`config.mk`:
```
export PLATFORM = sky130hd
export DESIGN_NAME = cache_miss_arbiter
export DESIGN_NICKNAME = d
export VERILOG_FILES = /design/src/rtl/cache_miss_arbiter_pkg.sv /design/src/rtl/cache_miss_arbiter_rr_arbiter2.sv /design/src/rtl/cache_miss_arbiter.sv
export SDC_FILE = /design/constraint.sdc
export NUM_CORES = 1
export LEC_CHECK = 0
export ABC_AREA = 1
export CAP_MARGIN = 30
export CORE_AREA = 8 8 603 605
export DETAILED_ROUTE_END_ITERATION = 16
export DIE_AREA = 0 0 611 613
export GPL_ROUTABILITY_DRIVEN = 0
export GPL_TIMING_DRIVEN = 0
export PLACE_DENSITY = 0.3
export SYNTH_ARGS = -nofsm -noshare
export SYNTH_HDL_FRONTEND = slang
export SYNTH_SLANG_ARGS = --single-unit
export TNS_END_PERCENT = 100
```
`constraint.sdc`:
```
create_clock -name clk -period 10.2 [get_ports clk]
set_clock_uncertainty 0.1 [all_clocks]
set_input_delay 2.55 -clock clk [delete_from_list [all_inputs] [get_ports clk]]
set_output_delay 2.55 -clock clk [all_outputs]
set_load 0.01 [all_outputs]
```
`src/rtl/cache_miss_arbiter_pkg.sv`:
```
// Shared types and constants for the cache miss arbiter.
// Latency: n/a (types only).
// Backpressure: n/a (types only).
package cache_miss_arbiter_pkg;

  localparam int BLOCK_OFFSET_BITS = 5;
  localparam int BLOCK_BYTES       = 32;

  typedef enum logic [2:0] {
    ST_IDLE    = 3'd0,
    ST_WB_REQ  = 3'd1,
    ST_RD_REQ  = 3'd2,
    ST_RD_WAIT = 3'd3,
    ST_RESPOND = 3'd4
  } arb_state_t;

  typedef enum logic {
    SRC_IC = 1'b0,
    SRC_DC = 1'b1
  } arb_src_t;

endpackage

```
`src/rtl/cache_miss_arbiter_rr_arbiter2.sv`:
```
// Two-way round-robin picker between the icache and dcache request sources.
// Latency: combinational, zero cycles.
// Backpressure: none; the caller only samples the grant when it can act on it.
// Ports: i_req_ic/i_req_dc raw requests, i_last_grant previous winner,
//        i_mask_vld/i_mask_src exclude one side for a cycle, o_gnt_vld/o_gnt_src result.
module rr_arbiter2
  import cache_miss_arbiter_pkg::*;
(
  input  logic     i_req_ic,
  input  logic     i_req_dc,
  input  arb_src_t i_last_grant,
  input  logic     i_mask_vld,
  input  arb_src_t i_mask_src,
  output logic     o_gnt_vld,
  output arb_src_t o_gnt_src
);

  logic w_ic_elig;
  logic w_dc_elig;

  // The side served last turn may still show a stale request for one cycle.
  assign w_ic_elig = i_req_ic & ~(i_mask_vld & (i_mask_src == SRC_IC));
  assign w_dc_elig = i_req_dc & ~(i_mask_vld & (i_mask_src == SRC_DC));

  always_comb begin
    o_gnt_vld = w_ic_elig | w_dc_elig;
    o_gnt_src = SRC_IC;
    if (w_ic_elig && w_dc_elig) begin
      // Tie: the side that did not win last time goes now.
      o_gnt_src = (i_last_grant == SRC_IC) ? SRC_DC : SRC_IC;
    end else if (w_dc_elig) begin
      o_gnt_src = SRC_DC;
    end
  end

endmodule

```
`src/rtl/cache_miss_arbiter.sv`:
```
// Serialises icache/dcache miss repairs and dcache writebacks onto one block memory port.
// Latency: read repair resolves 3 cycles after the request is seen in IDLE (zero-wait memory).
// Backpressure: mem_req_* held stable until mem_req_ready; requests wait as level signals.
// Ports: ic_*/dc_* repair request + response per cache, dc_wb_* writeback handshake,
//        mem_req_*/mem_resp_* single outstanding block transaction to memory.
module cache_miss_arbiter
  import cache_miss_arbiter_pkg::*;
#(
  parameter int BLOCK_BITS = 256,
  parameter int ADDR_BITS  = 32
) (
  input  logic                    clk,
  input  logic                    rst,
  input  logic                    ic_read_miss_repair,
  input  logic [ADDR_BITS-1:0]    ic_missed_addr,
  output logic                    ic_waddr_valid,
  output logic [ADDR_BITS-1:0]    ic_waddr,
  output logic [BLOCK_BITS-1:0]   ic_wdata,
  output logic [BLOCK_BITS/8-1:0] ic_wmask,
  output logic                    ic_repair_resolved,
  input  logic                    dc_read_miss_repair,
  input  logic [ADDR_BITS-1:0]    dc_missed_addr,
  output logic                    dc_waddr_valid,
  output logic [ADDR_BITS-1:0]    dc_waddr,
  output logic [BLOCK_BITS-1:0]   dc_wdata,
  output logic [BLOCK_BITS/8-1:0] dc_wmask,
  output logic                    dc_repair_resolved,
  input  logic                    dc_wb_valid,
  input  logic [ADDR_BITS-1:0]    dc_wb_addr,
  input  logic [BLOCK_BITS-1:0]   dc_wb_data,
  output logic                    dc_wb_done,
  output logic                    mem_req_valid,
  input  logic                    mem_req_ready,
  output logic                    mem_req_we,
  output logic [ADDR_BITS-1:0]    mem_req_addr,
  output logic [BLOCK_BITS-1:0]   mem_req_wdata,
  input  logic                    mem_resp_valid,
  input  logic [BLOCK_BITS-1:0]   mem_resp_rdata
);

  localparam logic [ADDR_BITS-1:0] ALIGN_MASK =
    ~((ADDR_BITS'(1) << BLOCK_OFFSET_BITS) - ADDR_BITS'(1));

  arb_state_t            r_state;
  arb_src_t              r_grant;
  arb_src_t              r_last_grant;
  logic                  r_mask_vld;
  arb_src_t              r_mask_src;
  logic [ADDR_BITS-1:0]  r_addr;
  logic [BLOCK_BITS-1:0] r_rdata;

  logic                  w_gnt_vld;
  arb_src_t              w_gnt_src;
  logic [ADDR_BITS-1:0]  w_ic_addr_al;
  logic [ADDR_BITS-1:0]  w_dc_addr_al;
  logic [ADDR_BITS-1:0]  w_wb_addr_al;
  logic                  w_respond;

  assign w_ic_addr_al = ic_missed_addr & ALIGN_MASK;
  assign w_dc_addr_al = dc_missed_addr & ALIGN_MASK;
  assign w_wb_addr_al = dc_wb_addr & ALIGN_MASK;

  rr_arbiter2 u_rr (
    .i_req_ic     (ic_read_miss_repair),
    .i_req_dc     (dc_read_miss_repair | dc_wb_valid),
    .i_last_grant (r_last_grant),
    .i_mask_vld   (r_mask_vld),
    .i_mask_src   (r_mask_src),
    .o_gnt_vld    (w_gnt_vld),
    .o_gnt_src    (w_gnt_src)
  );

  always_ff @(posedge clk or posedge rst) begin
    if (rst) begin
      r_state      <= ST_IDLE;
      r_grant      <= SRC_IC;
      r_last_grant <= SRC_IC;
      r_mask_vld   <= 1'b0;
      r_mask_src   <= SRC_IC;
      r_addr       <= '0;
      r_rdata      <= '0;
    end else begin
      // Mask lives for exactly the first IDLE cycle after a completed turn.
      r_mask_vld <= 1'b0;
      case (r_state)
        ST_IDLE: begin
          if (w_gnt_vld) begin
            r_grant      <= w_gnt_src;
            r_last_grant <= w_gnt_src;
            if (w_gnt_src == SRC_DC) begin
              r_addr  <= w_dc_addr_al;
              r_state <= dc_wb_valid ? ST_WB_REQ : ST_RD_REQ;
            end else begin
              r_addr  <= w_ic_addr_al;
              r_state <= ST_RD_REQ;
            end
          end
        end
        ST_WB_REQ: begin
          if (mem_req_ready) begin
            if (dc_read_miss_repair) begin
              // The read may have been raised while the writeback waited; relatch it.
              r_addr  <= w_dc_addr_al;
              r_state <= ST_RD_REQ;
            end else begin
              r_state    <= ST_IDLE;
              r_mask_vld <= 1'b1;
              r_mask_src <= SRC_DC;
            end
          end
        end
        ST_RD_REQ: begin
          if (mem_req_ready) r_state <= ST_RD_WAIT;
        end
        ST_RD_WAIT: begin
          if (mem_resp_valid) begin
            r_rdata <= mem_resp_rdata;
            r_state <= ST_RESPOND;
          end
        end
        ST_RESPOND: begin
          r_state    <= ST_IDLE;
          r_mask_vld <= 1'b1;
          r_mask_src <= r_grant;
        end
        default: r_state <= ST_IDLE;
      endcase
    end
  end

  assign w_respond = (r_state == ST_RESPOND);

  always_comb begin
    mem_req_valid = 1'b0;
    mem_req_we    = 1'b0;
    mem_req_addr  = '0;
    mem_req_wdata = '0;
    dc_wb_done    = 1'b0;
    if (r_state == ST_WB_REQ) begin
      mem_req_valid = 1'b1;
      mem_req_we    = 1'b1;
      mem_req_addr  = w_wb_addr_al;
      mem_req_wdata = dc_wb_data;
      dc_wb_done    = mem_req_ready;
    end else if (r_state == ST_RD_REQ) begin
      mem_req_valid = 1'b1;
      mem_req_addr  = r_addr;
    end
  end

  always_comb begin
    ic_waddr_valid     = 1'b0;
    ic_repair_resolved = 1'b0;
    ic_waddr           = '0;
    ic_wdata           = '0;
    ic_wmask           = '0;
    dc_waddr_valid     = 1'b0;
    dc_repair_resolved = 1'b0;
    dc_waddr           = '0;
    dc_wdata           = '0;
    dc_wmask           = '0;
    if (w_respond && (r_grant == SRC_IC)) begin
      ic_waddr_valid     = 1'b1;
      ic_repair_resolved = 1'b1;
      ic_waddr           = r_addr;
      ic_wdata           = r_rdata;
      ic_wmask           = '1;
    end
    if (w_respond && (r_grant == SRC_DC)) begin
      dc_waddr_valid     = 1'b1;
      dc_repair_resolved = 1'b1;
      dc_waddr           = r_addr;
      dc_wdata           = r_rdata;
      dc_wmask           = '1;
    end
  end

endmodule

```
==> impl_results.md, run 1 <==
* Outcome: finished, final reports clean
* Slowest-stage cell, CP: clkdlybuf4s50_1
* # Post-CTS Setup Buffers at 0
* Final net count at 4,895
* Vias per cell at ~2.7
* Die extent in x at 611 µm
* WL/cell at 29.6 µm
* Total congestion overflow at 0
* Clk pwr share at 20.8%
* Max Cap Viol at 0
* DP Area at 0.0388 mm²
* Worst Hold Class: flip-flop to flip-flop
* Max clock buf depth at 3
* Leakage at 0.0165 µW
* Final Max Tran Viols at 0
* Int Pwr at 4080 µW
* WS Path Type: flip-flop to output port
* Seq pwr share at 23.4%
* Compound-Gate Fraction of Synth Area at under 10%
* Post-synth EDFFs at 0
* Initial Utilization at under 10%
* # DRC at 0
* Fill count at 41,300
* Syn avg cell area at 6.47 µm²
* Post-Synthesis Cell Area at 0.0174 mm²
* Sequential cell area at slightly above 0.007 mm²
* Comb pwr share at between 50% and 60%
* Syn-to-layout area delta at 133%
* CTS tree: built
* Final Cycle Share at a little over two thirds
* Crit-path cells: inv_2 -> nand2_2 -> nor2_2 -> inv_2 -> nor2_4 -> buf_12 -> inv_2 -> buf_2 -> buf_2 -> nor2_1 -> clkdlybuf4s50_1
* DRT iter0 DRCs at 1,670
* Type of element launching the critical path: flip-flop
* Power Dens Cells at 197 mW/mm²
* Cell area after layout at 0.0404 mm²
* Maximum clock frequency at 0.141 GHz
* GRT Util Overall at 13.6%
* Syn Inst Count at approximately 2,700
* Net Sw Frac at 48.8%
* Slew headroom at 29.8%
* Worst-skew pair later-pin latency at 0.65 ns
* # placed instances at 8,982
* RSZ-0062 raised after global routing: no
* First-pass GRT wire length at between 300,000 and 400,000 µm
* Critical path buffers and inverters at 7
* Vias at 24,400
* Largest net degree at the start of global routing at 37
* Clk slew on worst S/H paths at around 0.050 ns
* H-tree depth reported by CTS at 2
* Maximum vdd drop at 0.111 mV
* WP data required at 7.55 ns
* Xor/xnor cell area share of the yosys netlist at 0%
* Main combinational cell family by area after synthesis: simple AND/OR/NAND/NOR gates
* Synth Area in Adders at 0%
* Distinct cells, synth at 24
* Die H at 613 µm
* Layout cells sized above 1 at 7.90%
* Mux cell area share after synthesis at 0%
* CTS root buf: clkbuf_16
* Initial antenna violation count at 158
* Setup tns final at 0 ns
* Synth async-reset ratio at 100%
* Port Buffers at ~1,500
* Final wirelength at ~270,000 µm
* Synth Area in Simple Gates at 28.9%
* Number of global-route vias before repair at 24,700
* DIE AREA at 0.375 mm²
* Ys Warns at 0
* Cell family with most CP delay: buffers and inverters
* Worst slew pin tran at between 1 and 1.5 ns
* Final std cells w/o fill at 9,086
* Yosys reg bits at 289
* Final hold violations at 0
* Switching power total at between 3000 and 4000 µW
* Area of the multi-input gates at 0.00651 mm²
* Type of destination of the critical path: output port
* Dominant synthesized flop cell: dfrtp_1
* CP max stage delay at between 0.8 and 0.9 ns
* Dpl hpwl at ~250,000 µm
* Seq/Total Area, Yosys at 41.7%
* Crit path arrival time at 4.44 ns
* Post-CTS Resized at 0
* Finish-stage setup viols at 0
* CTS buffer count at 46
* CTS Sinks at between 200 and 300
* CP Max Fanout at 25
* CP dominant cell by count: inv_2
* # rows at 219
* Hold Buf Count CTS at 0
* Core footprint at 0.354 mm²
* Minimum clock period at 7.09 ns
* Pre-antenna DRT Iters at 5
* WHS at 0.378 ns
* ANT nets after route at 0
* Io pins at 1,550
[layout by cell type, fill, tap and decap left out, drive strengths merged, types with 2 or more instances in the layout]
master and count:
nand3b 28, nor2 828, conb 15, diode 17
nand3 34, inv 582, o21ai 286, buf 245
a21oi 2, clkinv 14, clkbuf 76, dfrtp 289
nand2 388, clkdlybuf4s50 1519, bufinv 2, clkinvlp 7
[final cells by class]
| class | count | share of cell area [%] |
|---|---|---|
| Antenna cell | 17 | 0.105 |
| Buffer | 244 | 3.69 |
| Clock buffer | 63 | 3.25 |
| Clock inverter | 23 | 0.563 |
| Inverter | 582 | 5.41 |
| Multi-Input combinational cell | 1584 | 16.1 |
| Sequential cell | 289 | 17.9 |
| Tap cell | 4751 | 14.7 |
| Timing Repair Buffer | 1533 | 38.3 |
[worst paths after layout]
| check | cells after the start | slack (ns) | end | startpoint |
|---|---|---|---|---|
| min in group asynchronous | 2 | 2.18 | r_rdata[22] | rst |
| max in group asynchronous | 7 | 6.12 | r_mask_src | rst |
| hold / removal | 2 | 0.38 | r_addr[23] | r_addr[23] |
| setup reg to reg | 7 | 7.46 | r_rdata[223] | r_state[0] |
| hold reg to reg | 2 | 0.38 | r_addr[23] | r_addr[23] |
| setup / recovery | 11 | 3.11 | ic_wdata[60] | r_state[0] |
[power by group through the flow]
stage / combinational (µW) / clock, µW / sequential [µW]
2_1_floorplan: 1710 / 0 / 1860
4_1_cts: 4620 / 1750 / 1870
3_5_place_dp: 4600 / 0 / 1880
5_1_grt: 4780 / 1780 / 1930
6_report: 4450 / 1650 / 1870
3_3_place_gp: 4560 / 0 / 1890
[synth_stat cells, types with 3 or more instances]
| master | n | area share [%] |
|---|---|---|
| buf_4 | 110 | 4.8 |
| o21ai_1 | 251 | 7.2 |
| nand2_1 | 386 | 8.3 |
| nor2_1 | 824 | 18 |
| clkbuf_1 | 13 | 0.28 |
| inv_2 | 7 | 0.15 |
| nand3b_1 | 27 | 1.2 |
| nand3_1 | 32 | 0.92 |
| dfrtp_1 | 289 | 42 |
| o21ai_0 | 35 | 1.0 |
| buf_2 | 117 | 3.4 |
| inv_1 | 575 | 12 |
| nor2_2 | 3 | 0.11 |
[stage by stage]
step / util [%] / total power (µW) / setup slack [ns]
final: 11.4 / 7970 / 3.11
after floorplan: - / 3570 / 3.72
after detailed placement: 11.0 / 6480 / 3.14
after global placement: 10.9 / 6450 / 0.173
after CTS: 11.4 / 8230 / 2.63
after global routing: 11.4 / 8490 / 2.63
[kinds of logic after synthesis]
kind of cell,count (synthesis)
DFF,289
and+or+nand+nor,1281
buffers and inverters,826
AOI/OAI and AO/OA,288
other,1
[worst register-to-register path, stage by stage (launching register included)]
cell     delay [ns]
dfrtp_1        0.42
inv_2          0.09
nor3_2         0.19
nand2_1        0.30
inv_2          0.44
buf_2          0.61
buf_4          0.37
o21ai_1        0.10
[state kept, by name (all words and copies together), names as in the netlist]
signal,flops
r_rdata,256
r_mask_vld,1
r_mask_src,1
r_addr,27
r_state,3
r_last_grant,1
[routing by layer]
layer / vias to the layer above / part of all wire [%] / track usage (%)
met3: 339 / 8.4 / 4.86
met2: 1161 / 56 / 27.2
met5: - / 0.28 / 0
met4: 112 / 1.9 / 1.91
met1: 11900 / 34 / 13.6
li1: 10900 / - / -
(Power assumes the default switching activity.)
==> inputs of run 2 (changes only) <==
--- a/config.mk
+++ b/config.mk
@@ -7,9 +7,9 @@
 export LEC_CHECK = 0
 export ABC_AREA = 1
 export CAP_MARGIN = 30
-export CORE_AREA = 8 8 603 605
+export CORE_AREA = 8 8 592 594
 export DETAILED_ROUTE_END_ITERATION = 16
-export DIE_AREA = 0 0 611 613
+export DIE_AREA = 0 0 600 602
 export GPL_ROUTABILITY_DRIVEN = 0
 export GPL_TIMING_DRIVEN = 0
 export PLACE_DENSITY = 0.3
==> constraint.sdc (replaced) <==
create_clock -name clk -period 7.3 [get_ports clk]
set_clock_uncertainty 0.1 [all_clocks]
set_input_delay 1.825 -clock clk [delete_from_list [all_inputs] [get_ports clk]]
set_output_delay 1.825 -clock clk [all_outputs]
set_load 0.01 [all_outputs]
==> run 2 against run 1 <==
Register-to-register slack worse by 2.8 ns. Worst setup slack worse by 2.0 ns. Sequential share of layout area up 0.064 points. First-iteration DRC count up 17%. Sequential cell count unchanged. Clock power up 42%. Global-route usage up 0.89 points. Core utilization up 0.39 points. Die area down 3.6%. Non-clock buffer count up 3. Critical path type unchanged. Cell area down 0.36%.
==> impl_results.md, run 2 (synthesized netlist as in run 1, its figures left out) <==
* Outcome: finished, final reports clean (unchanged)
* Slowest-stage cell, CP: clkdlybuf4s50_1 (unchanged)
* Most frequent cells in the layout: clkdlybuf4s50_1, nor2_1, inv_1, nand2_1, dfrtp_1 (unchanged)
* Most common cell after layout, fill and taps aside: clkdlybuf4s50_1 (unchanged)
* Layout cells sized above 1 at 7.90% (about the same)
* # placed instances at 8,789 (was 8,982)
* Hold Buf Count CTS at 0 (unchanged)
* Cell area after layout at 0.0403 mm² (was 0.0404 mm²)
* Initial antenna violation count at 131 (was 158)
* Vias at 24,300 (was 24,400)
* ANT nets after route at 0 (unchanged)
* DRT iter0 DRCs at 1,959 (was 1,670)
* Post-CTS Resized at 0 (unchanged)
* CP dominant cell by count: inv_2 (unchanged)
* CP Max Fanout at 23 (was 25)
* Number of global-route vias before repair at 24,600 (was 24,700)
* Origin of the critical flop-to-flop path: r_state[0] (unchanged)
* Die H at 602 µm (was 613 µm)
* Final net count at 4,896 (was 4,895)
* # Post-CTS Setup Buffers at 0 (unchanged)
* Final std cells w/o fill at 8,919 (was 9,086)
* Type of element launching the critical path: flip-flop (unchanged)
* Pre-antenna DRT Iters at 5 (unchanged)
* Worst-skew pair later-pin latency at 0.63 ns (was 0.65 ns)
* Most flops, register: r_rdata (unchanged)
* Maximum clock frequency at 0.162 GHz
* Maximum vdd drop at 0.173 mV (was 0.111 mV)
* RSZ-0062 raised after global routing: no (unchanged)
* Worst Setup EP: ic_waddr[13] (was ic_wdata[60])
* Io pins at 1,550 (unchanged)
* Die extent in x at 600 µm (was 611 µm)
* Largest regs: r_rdata (256), r_addr (27), r_state (3) (unchanged)
* Finish-stage setup viols at 0 (unchanged)
* Leakage at 0.0165 µW (about the same)
* CTS root buf: clkbuf_16 (unchanged)
* Max Cap Viol at 0 (unchanged)
* CTS buffer count at 44 (was 46)
* First-pass GRT wire length at 331,000 µm (was 324,000 µm)
* Core footprint at 0.341 mm² (was 0.354 mm²)
* Total congestion overflow at 0 (unchanged)
* Worst slew pin tran at 1.18 ns (was 1.05 ns)
* Initial Utilization at 5.09% (was 4.90%)
* Dpl hpwl at 254,000 µm (was 249,000 µm)
* # DRC at 0 (unchanged)
* Vias per cell at 2.73 (was 2.69)
* Port Buffers at 1,519 (unchanged)
* Largest net degree at the start of global routing at 39 (was 37)
* Power Dens Cells at 284 mW/mm² (was 197 mW/mm²)
* CP max stage delay at 1.06 ns (was 0.89 ns)
* Crit path arrival time at 4.25 ns (was 4.44 ns)
* Final wirelength at 275,000 µm (was 269,000 µm)
* Max clock buf depth at 3 (unchanged)
* WHS at 0.381 ns (was 0.378 ns)
* R2R cell count at 7 (unchanged)
* Final Max Tran Viols at 0 (unchanged)
* DIE AREA at 0.361 mm² (was 0.375 mm²)
* Final hold violations at 0 (unchanged)
* CTS Sinks at 289 (unchanged)
* Type of destination of the critical path: output port (unchanged)
* Max reg flops at 256 (unchanged)
* WP data required at 5.38 ns (was 7.55 ns)
* # rows at 215 (was 219)
* CTS tree: built (unchanged)
* Final Cycle Share at 84.6%
* Crit-path cells: inv_2 -> nand2_2 -> nor2_2 -> inv_2 -> nor2_4 -> buf_12 -> inv_2 -> buf_2 -> buf_2 -> nor2_1 -> clkdlybuf4s50_1 (unchanged)
* Syn-to-layout area delta at 132% (was 133%)
* Slew headroom at 21.2% (was 29.8%)
* H-tree depth reported by CTS at 2 (unchanged)
* Reg2reg end: r_rdata[133] (was r_rdata[223])
* Worst setup path startpoint: r_state[0] (unchanged)
* DP Area at 0.0386 mm² (was 0.0388 mm²)
* Clk slew on worst S/H paths at 0.05 ns (about the same)
* WL/cell at 30.8 µm (was 29.6 µm)
* Minimum clock period at 6.17 ns
* GRT Util Overall at 14.5% (was 13.6%)
* Worst Hold Class: flip-flop to flip-flop (unchanged)
* FF-to-FF setup slack at 4.68 ns (was 7.46 ns)
* WS Path Type: flip-flop to output port (unchanged)
* Setup tns final at 0 ns (unchanged)
run 2: changes by cell type in the layout (fill, tap and decap cells not counted), moves of 2 or more:
cell        change
diode_2        +30
clkinvlp_4      -5
clkinv_2        -4
clkbuf_1        -3
clkbuf_8        +3
clkbuf_16       -2
clkbuf_2        +2
clkbuf_4        +2
clkinv_4        +2
run 2: how the worst min path moves through the flow:
stage / cells past startpoint / slack [ns] / start / end
after global routing: 2 / 0.39 / r_addr[25] / r_addr[25]
after global placement: 2 / 0.37 / r_addr[28] / r_addr[28]
after detailed placement: 2 / 0.37 / r_addr[7] / r_addr[7]
final: 2 / 0.38 / r_addr[8] / r_addr[8]
after CTS: 2 / 0.38 / r_addr[7] / r_addr[7]
after floorplan: 2 / 0.35 / r_addr[10] / r_addr[10]
run 2: per-layer routing:
metal | global-route usage [%] | share of wire [%]
met1 | 14.9 | 35
met2 | 27.7 | 53
met3 | 5.25 | 8.6
met4 | 3.46 | 2.8
met5 | 0 | 0.20
run 2: worst max-delay path: cells and delay by family (launching register included):
| kind | cells | cell delay [ns] |
|---|---|---|
| buffers and inverters | 7 | 2.19 |
| AND/OR/NAND/NOR | 4 | 0.85 |
| flip-flops | 1 | 0.42 |
run 2: final cells by class:
cell class / instances / area [µm²]
Timing Repair Buffer: 1536 / 15500
Tap cell: 4557 / 5700
Clock buffer: 63 / 1300
Fill cell: 39800 / 301000
Clock inverter: 17 / 229
Sequential cell: 289 / 7230
Buffer: 244 / 1490
Inverter: 582 / 2190
Multi-Input combinational cell: 1584 / 6510
Antenna cell: 47 / 118
run 2: stage by stage:
| step | setup slack [ns] | power (µW) | util, % |
|---|---|---|---|
| after detailed placement | 1.55 | 9320 | 11.3 |
| after global routing | 0.858 | 12100 | 11.8 |
| after floorplan | 1.54 | 4980 | - |
| after CTS | 0.810 | 11800 | 11.8 |
| final | 1.13 | 11400 | 11.8 |
| after global placement | -2.05 | 9290 | 11.2 |
run 2: report_power, final:
group          switching [µW]  internal [µW]  leakage [µW]  total [µW]
sequential                218           2390       0.00352        2610
clock                     985           1350      0.000754        2340
combinational            4500           1980        0.0122        6480
==> inputs of run 3 (changes only) <==
--- a/config.mk
+++ b/config.mk
@@ -7,9 +7,9 @@
 export LEC_CHECK = 0
 export ABC_AREA = 1
 export CAP_MARGIN = 30
-export CORE_AREA = 8 8 592 594
+export CORE_AREA = 8 8 603 605
 export DETAILED_ROUTE_END_ITERATION = 16
-export DIE_AREA = 0 0 600 602
+export DIE_AREA = 0 0 611 613
 export GPL_ROUTABILITY_DRIVEN = 0
 export GPL_TIMING_DRIVEN = 0
 export PLACE_DENSITY = 0.3
==> constraint.sdc (replaced) <==
create_clock -name clk -period 5.3 [get_ports clk]
set_clock_uncertainty 0.1 [all_clocks]
set_input_delay 1.325 -clock clk [delete_from_list [all_inputs] [get_ports clk]]
set_output_delay 1.325 -clock clk [all_outputs]
set_load 0.01 [all_outputs]
==> run 3 against run 2 <==
Hold slack got worse by 0.0043 ns. Count of clock-buffer cells in the layout unchanged. Non-clock buffer count decreased by 3. Cell count increased by 1.9%. Sequential power increased by 38%. Power increased by 34%. Register-to-register slack got worse by 2.1 ns. Die area increased by 3.7%. Wire length decreased by 2.0%. Core utilization decreased by 0.39 points. Sequential cell count unchanged. Critical path type unchanged.
==> impl_results.md, run 3 (synthesized netlist as in run 1, its figures left out) <==
* Final WS setup at 0.171 ns (was 1.13 ns)
* Final hold violations at 0 (unchanged)
* Pre-antenna DRT Iters at 5 (unchanged)
* Final wirelength at 269,000 µm (was 275,000 µm)
* DRT iter0 DRCs at 1,692 (was 1,959)
* WHS at 0.377 ns (was 0.381 ns)
* Syn-to-layout area delta at 133% (was 132%)
* Dpl ws at -0.249 ns (was 1.55 ns)
* CTS buffer count at 46 (was 44)
* Io pins at 1,550 (unchanged)
* Final Cycle Share at 96.8%
* Power Dens Cells at 379 mW/mm² (was 284 mW/mm²)
* Initial antenna violation count at 157 (was 131)
* Seq pwr share at 23.4% (was 22.8%)
* WP data required at 3.88 ns (was 5.38 ns)
* Most flops, register: r_rdata (unchanged)
* Worst slew pin tran at 1.06 ns (was 1.18 ns)
* Total congestion overflow at 0 (unchanged)
* CP Max Fanout at 10 (was 23)
* Switching power total at 7490 µW (was 5700 µW)
* Most frequent cells in the layout: clkdlybuf4s50_1, nor2_1, inv_1, nand2_1, dfrtp_1 (unchanged)
* Type of destination of the critical path: output port (unchanged)
* DIE AREA at 0.375 mm² (was 0.361 mm²)
* Clk pwr share at 20.7% (was 20.5%)
* WL/cell at 29.6 µm (was 30.8 µm)
* First-pass GRT wire length at 324,000 µm (was 331,000 µm)
* Vias per cell at 2.68 (was 2.73)
* Dpl hpwl at 249,000 µm (was 254,000 µm)
* Vias at 24,300 (about the same)
* Die H at 613 µm (was 602 µm)
* Max clock buf depth at 3 (unchanged)
* Final Max Tran Viols at 0 (unchanged)
* Net Sw Frac at 48.8% (was 49.9%)
* GRT Util Overall at 13.6% (was 14.5%)
* Minimum clock period at a little over 5 ns
* Maximum clock frequency at between 0.15 and 0.2 GHz
* Maximum vdd drop at 0.214 mV (was 0.173 mV)
* Int Pwr at 7850 µW (was 5730 µW)
* Type of element launching the critical path: flip-flop (unchanged)
* Leakage at 0.0166 µW (was 0.0165 µW)
* Comb pwr share at 55.8% (was 56.7%)
* Clk slew on worst S/H paths at 0.05 ns (about the same)
* Fill count at 41,300 (was 39,800)
* Largest net degree at the start of global routing at 37 (was 39)
* # DRC at 0 (unchanged)
* Worst-skew pair later-pin latency at 0.65 ns (was 0.63 ns)
* Outcome: finished, final reports clean (unchanged)
* WS Path Type: flip-flop to output port (unchanged)
* Slew headroom at 28.9% (was 21.2%)
* Final net count at 4,896 (unchanged)
* Initial Utilization at 4.90% (was 5.09%)
* Sequential cell area at 0.00723 mm² (unchanged)
* Number of global-route vias before repair at 24,700 (was 24,600)
* Core footprint at 0.354 mm² (was 0.341 mm²)
* CTS tree: built (unchanged)
* Max reg flops at 256 (unchanged)
* Worst Hold Class: flip-flop to flip-flop (unchanged)
* CTS Sinks at 289 (unchanged)
* Layout cells sized above 1 at 8.73% (was 7.90%)
* ANT nets after route at 0 (unchanged)
* Most common cell after layout, fill and taps aside: clkdlybuf4s50_1 (unchanged)
* Hold Path Stages at 2 (unchanged)
* Finish-stage setup viols at 0 (unchanged)
* Area of the multi-input gates at 0.00654 mm² (was 0.00651 mm²)
* Crit path arrival time at 3.70 ns (was 4.25 ns)
* H-tree depth reported by CTS at 2 (unchanged)
* CTS root buf: clkbuf_16 (unchanged)
* Max Cap Viol at 0 (unchanged)
* Largest regs: r_rdata (256), r_addr (27), r_state (3) (unchanged)
* Die extent in x at 611 µm (was 600 µm)
* R2R cell count at 7 (unchanged)
* # rows at 219 (was 215)
* Port Buffers at 1,519 (unchanged)
* Hold Buf Count CTS at 0 (unchanged)
==> run 3: path summary, 6_finish.rpt <==
check                                         to  startpoint  slack [ns]
max in group asynchronous             r_mask_src         rst        2.44
worst min-delay path                  r_addr[23]  r_addr[23]        0.38
worst min register to register        r_addr[23]  r_addr[23]        0.38
min in group asynchronous            r_rdata[22]         rst        0.95
worst max-delay path            mem_req_addr[21]  r_state[2]        0.17
worst max register to register      r_rdata[223]  r_state[0]        2.59
==> run 3: cell type report <==
| cell class | instances | area share [%] |
|---|---|---|
| diodes | 17 | 0.105 |
| plain buffers | 244 | 3.71 |
| clock buffers | 63 | 3.25 |
| clock inverters | 23 | 0.563 |
| inverters | 582 | 5.42 |
| multi-input cells | 1584 | 16.2 |
| flip-flops and latches | 289 | 17.9 |
| well taps | 4751 | 14.7 |
| repair buffers | 1533 | 38.2 |
| repair inverters | 1 | 0.0186 |
==> run 3: power by group through the flow <==
stage	Clock, µW	Sequential [µW]	Combinational, µW
after floorplan	0	3570	3290
after global placement	0	3640	8780
after detailed placement	0	3630	8850
after CTS	3370	3590	8890
after global routing	3430	3710	9200
final	3180	3590	8560
==> run 3: repair_timing <==
| action | in CTS | in global routing |
|---|---|---|
| endpoints found under the setup margin | 340 | 34 |
| setup buffers | 1 | 0 |
| gates resized for setup | 117 | 2 |
| pin swaps | 1 | 0 |
| gates cloned | 0 | 1 |
==> run 3: routing by layer <==
layer / up-vias / wire (µm) / track usage, %
met4: 108 / 4530 / 1.79
met1: 11900 / 90300 / 13.6
met5: - / 711 / 0
li1: 10900 / - / -
met3: 320 / 23200 / 4.85
met2: 1129 / 150000 / 27.3
==> run 3: per-stage QoR <==
stage / setup TNS, ns / instance area [µm²] / util, % / total power, µW / cells
6_report: 0 / 40500 / 11.4 / 15300 / 9087
5_1_grt: -0.00189 / 40400 / 11.4 / 16300 / 9072
3_3_place_gp: -1294.98 / 38600 / 10.9 / 12400 / 8969
4_1_cts: 0 / 40400 / 11.4 / 15800 / 9069
3_5_place_dp: -0.249 / 38800 / 11.0 / 12500 / 8982
2_1_floorplan: 0 / 17400 / - / 6860 / 2699
==> run 3: worst max-delay path: stages (launching register included) <==
cell             delay [ns]
dfrtp_1                0.42
inv_2                  0.12
nand3_2                0.30
inv_2                  0.35
buf_1                  0.35
nand2_1                0.28
o21ai_0                0.47
clkdlybuf4s50_1        0.74
==> variant: new RTL, flow settings as in run 2 <==
The parameter `ADDR_BITS` goes from 32 to 36.
--- a/src/rtl/cache_miss_arbiter.sv
+++ b/src/rtl/cache_miss_arbiter.sv
@@ -9,3 +9,3 @@
   parameter int BLOCK_BITS = 256,
-  parameter int ADDR_BITS  = 32
+  parameter int ADDR_BITS  = 36
 ) (
Ports: changed (6 resized); port bits go from 1550 to 1574. No check against the original RTL was run, so the function may have changed too.
==> variant against run 2 <==
Combinational power down 3.2%. Total power up 0.90%. Sequential cell count up 4. Setup slack worse by 0.32 ns. First-iteration DRC count down 5.0%. Routed wire length down 3.9%. Synthesized cell count up 2.0%. Area after synthesis up 1.2%. Sequential power up 2%. Cell area up 1.7%. Hold slack worse by 0.0052 ns. Maximum frequency down 5.0%.
==> variant: results (changes against run 2) <==
| Metric | Value |
|---|---|
| Outcome | `completed` |
| Met3 Wirelength | `33.7 mm (+42%)` |
| Largest regs | `r_rdata (256), r_addr (31), r_state (3)` |
| Seq/Total Area, Yosys | `0.417 (+0.000654)` |
| Met2 wire len | `124 mm (-16%)` |
| I/O Buffers | `1,543 (+1.6%)` |
| Multi-input combinational area share | `0.162 (+0.000492)` |
| Worst EP arrival | `4.57 ns (+0.32 ns)` |
| Non-clk buf share | `0.423 (about the same)` |
| Post-synth top cells | `nor2_1 (834), inv_1 (584), nand2_1 (404), dfrtp_1 (293), o21ai_0 (289)` |
| Grt met1 use | `0.156 (+0.00685)` |
| Logic power comb | `6.27 mW (-3.2%)` |
| Top cells by area, synth | `dfrtp_1 (42%), nor2_1 (18%), inv_1 (12%)` |
| Sequential cell area share | `0.179 (-0.000571)` |
| Fin util | `0.120 (+0.00202)` |
| Pwr Density | `281 nW/um^2 (-0.79%)` |
| Final non-filler cell total | `8,986 (+0.75%)` |
| Relative slew margins | `0.266 (+0.0540)` |
| Layout clock area frac | `0.0414 (+0.00336)` |
| Layout Nets | `4,991 (+1.9%)` |
| Vias in the first global route | `25,600 (+4.2%)` |
| Clkbuf count | `62 (-1.6%)` |
| CTS sink cnt | `293 (+1.4%)` |
| M1 WL | `101 mm (+4.8%)` |
| Antenna cells | `29 (-38%)` |
| CTS Buf Count | `46 (+4.5%)` |
| Met2 track demand over resource | `0.234 (-0.0428)` |
| First DRT Iteration DRCs | `1,862 (-5.0%)` |
| Crit-path max FO | `11 (-52%)` |
| Clock latency on the worst-skew pair | `0.69 ns (+0.06 ns)` |
| Flop pwr share | `0.231 (+0.003)` |
| Non-clk bufs | `1,812 (+1.8%)` |
| Switching share of power | `0.483 (-0.0154)` |
| Placed Area | `39,000 sq um (+1.1%)` |
| VDD IR max | `0.184 mV (+6.2%)` |
| GRT Resource Usage Total | `0.139 (-0.00620)` |
| Syn Inst Count | `2,738 (+2.0%)` |
| Netlist cell types | `20 (-17%)` |
| Placed Instances | `8,864 (+0.85%)` |
| Initial antenna violation count | `137 (+4.6%)` |
| Share of cells above drive strength 1 | `0.0755 (-0.00357)` |
## variant: critical path, cell delays in order, from the launching register on
cell and delay (ns):
dfrtp_1 0.49, inv_2 0.15, nor2_2 0.08, inv_2 0.17
nor2_4 0.07, buf_12 0.15, inv_2 0.43, buf_2 0.68
buf_2 0.74, nor2_1 0.29, clkdlybuf4s50_1 0.57
## variant: cell families after synthesis
family	share of synthesized area
other cells	0.000213
flops	0.417
compound gates	0.0832
simple gates	0.291
buf+inv	0.208
## variant: worst paths after layout
check	from	end	slack, ns	cells after the start
min in group asynchronous	rst	r_rdata[85]	1.50	2
setup reg to reg	r_state[2]	r_addr[11]	4.41	7
hold / removal	r_addr[20]	r_addr[20]	0.38	2
max in group asynchronous	rst	r_rdata[207]	4.07	6
setup / recovery	r_state[2]	ic_waddr[12]	0.80	10
hold reg to reg	r_addr[20]	r_addr[20]	0.38	2
## variant: timing repair
action	in CTS	in global routing
endpoints found under the setup margin	4	0
setup buffers	2	0
gates resized for setup	1	0
hold buffers	0	0
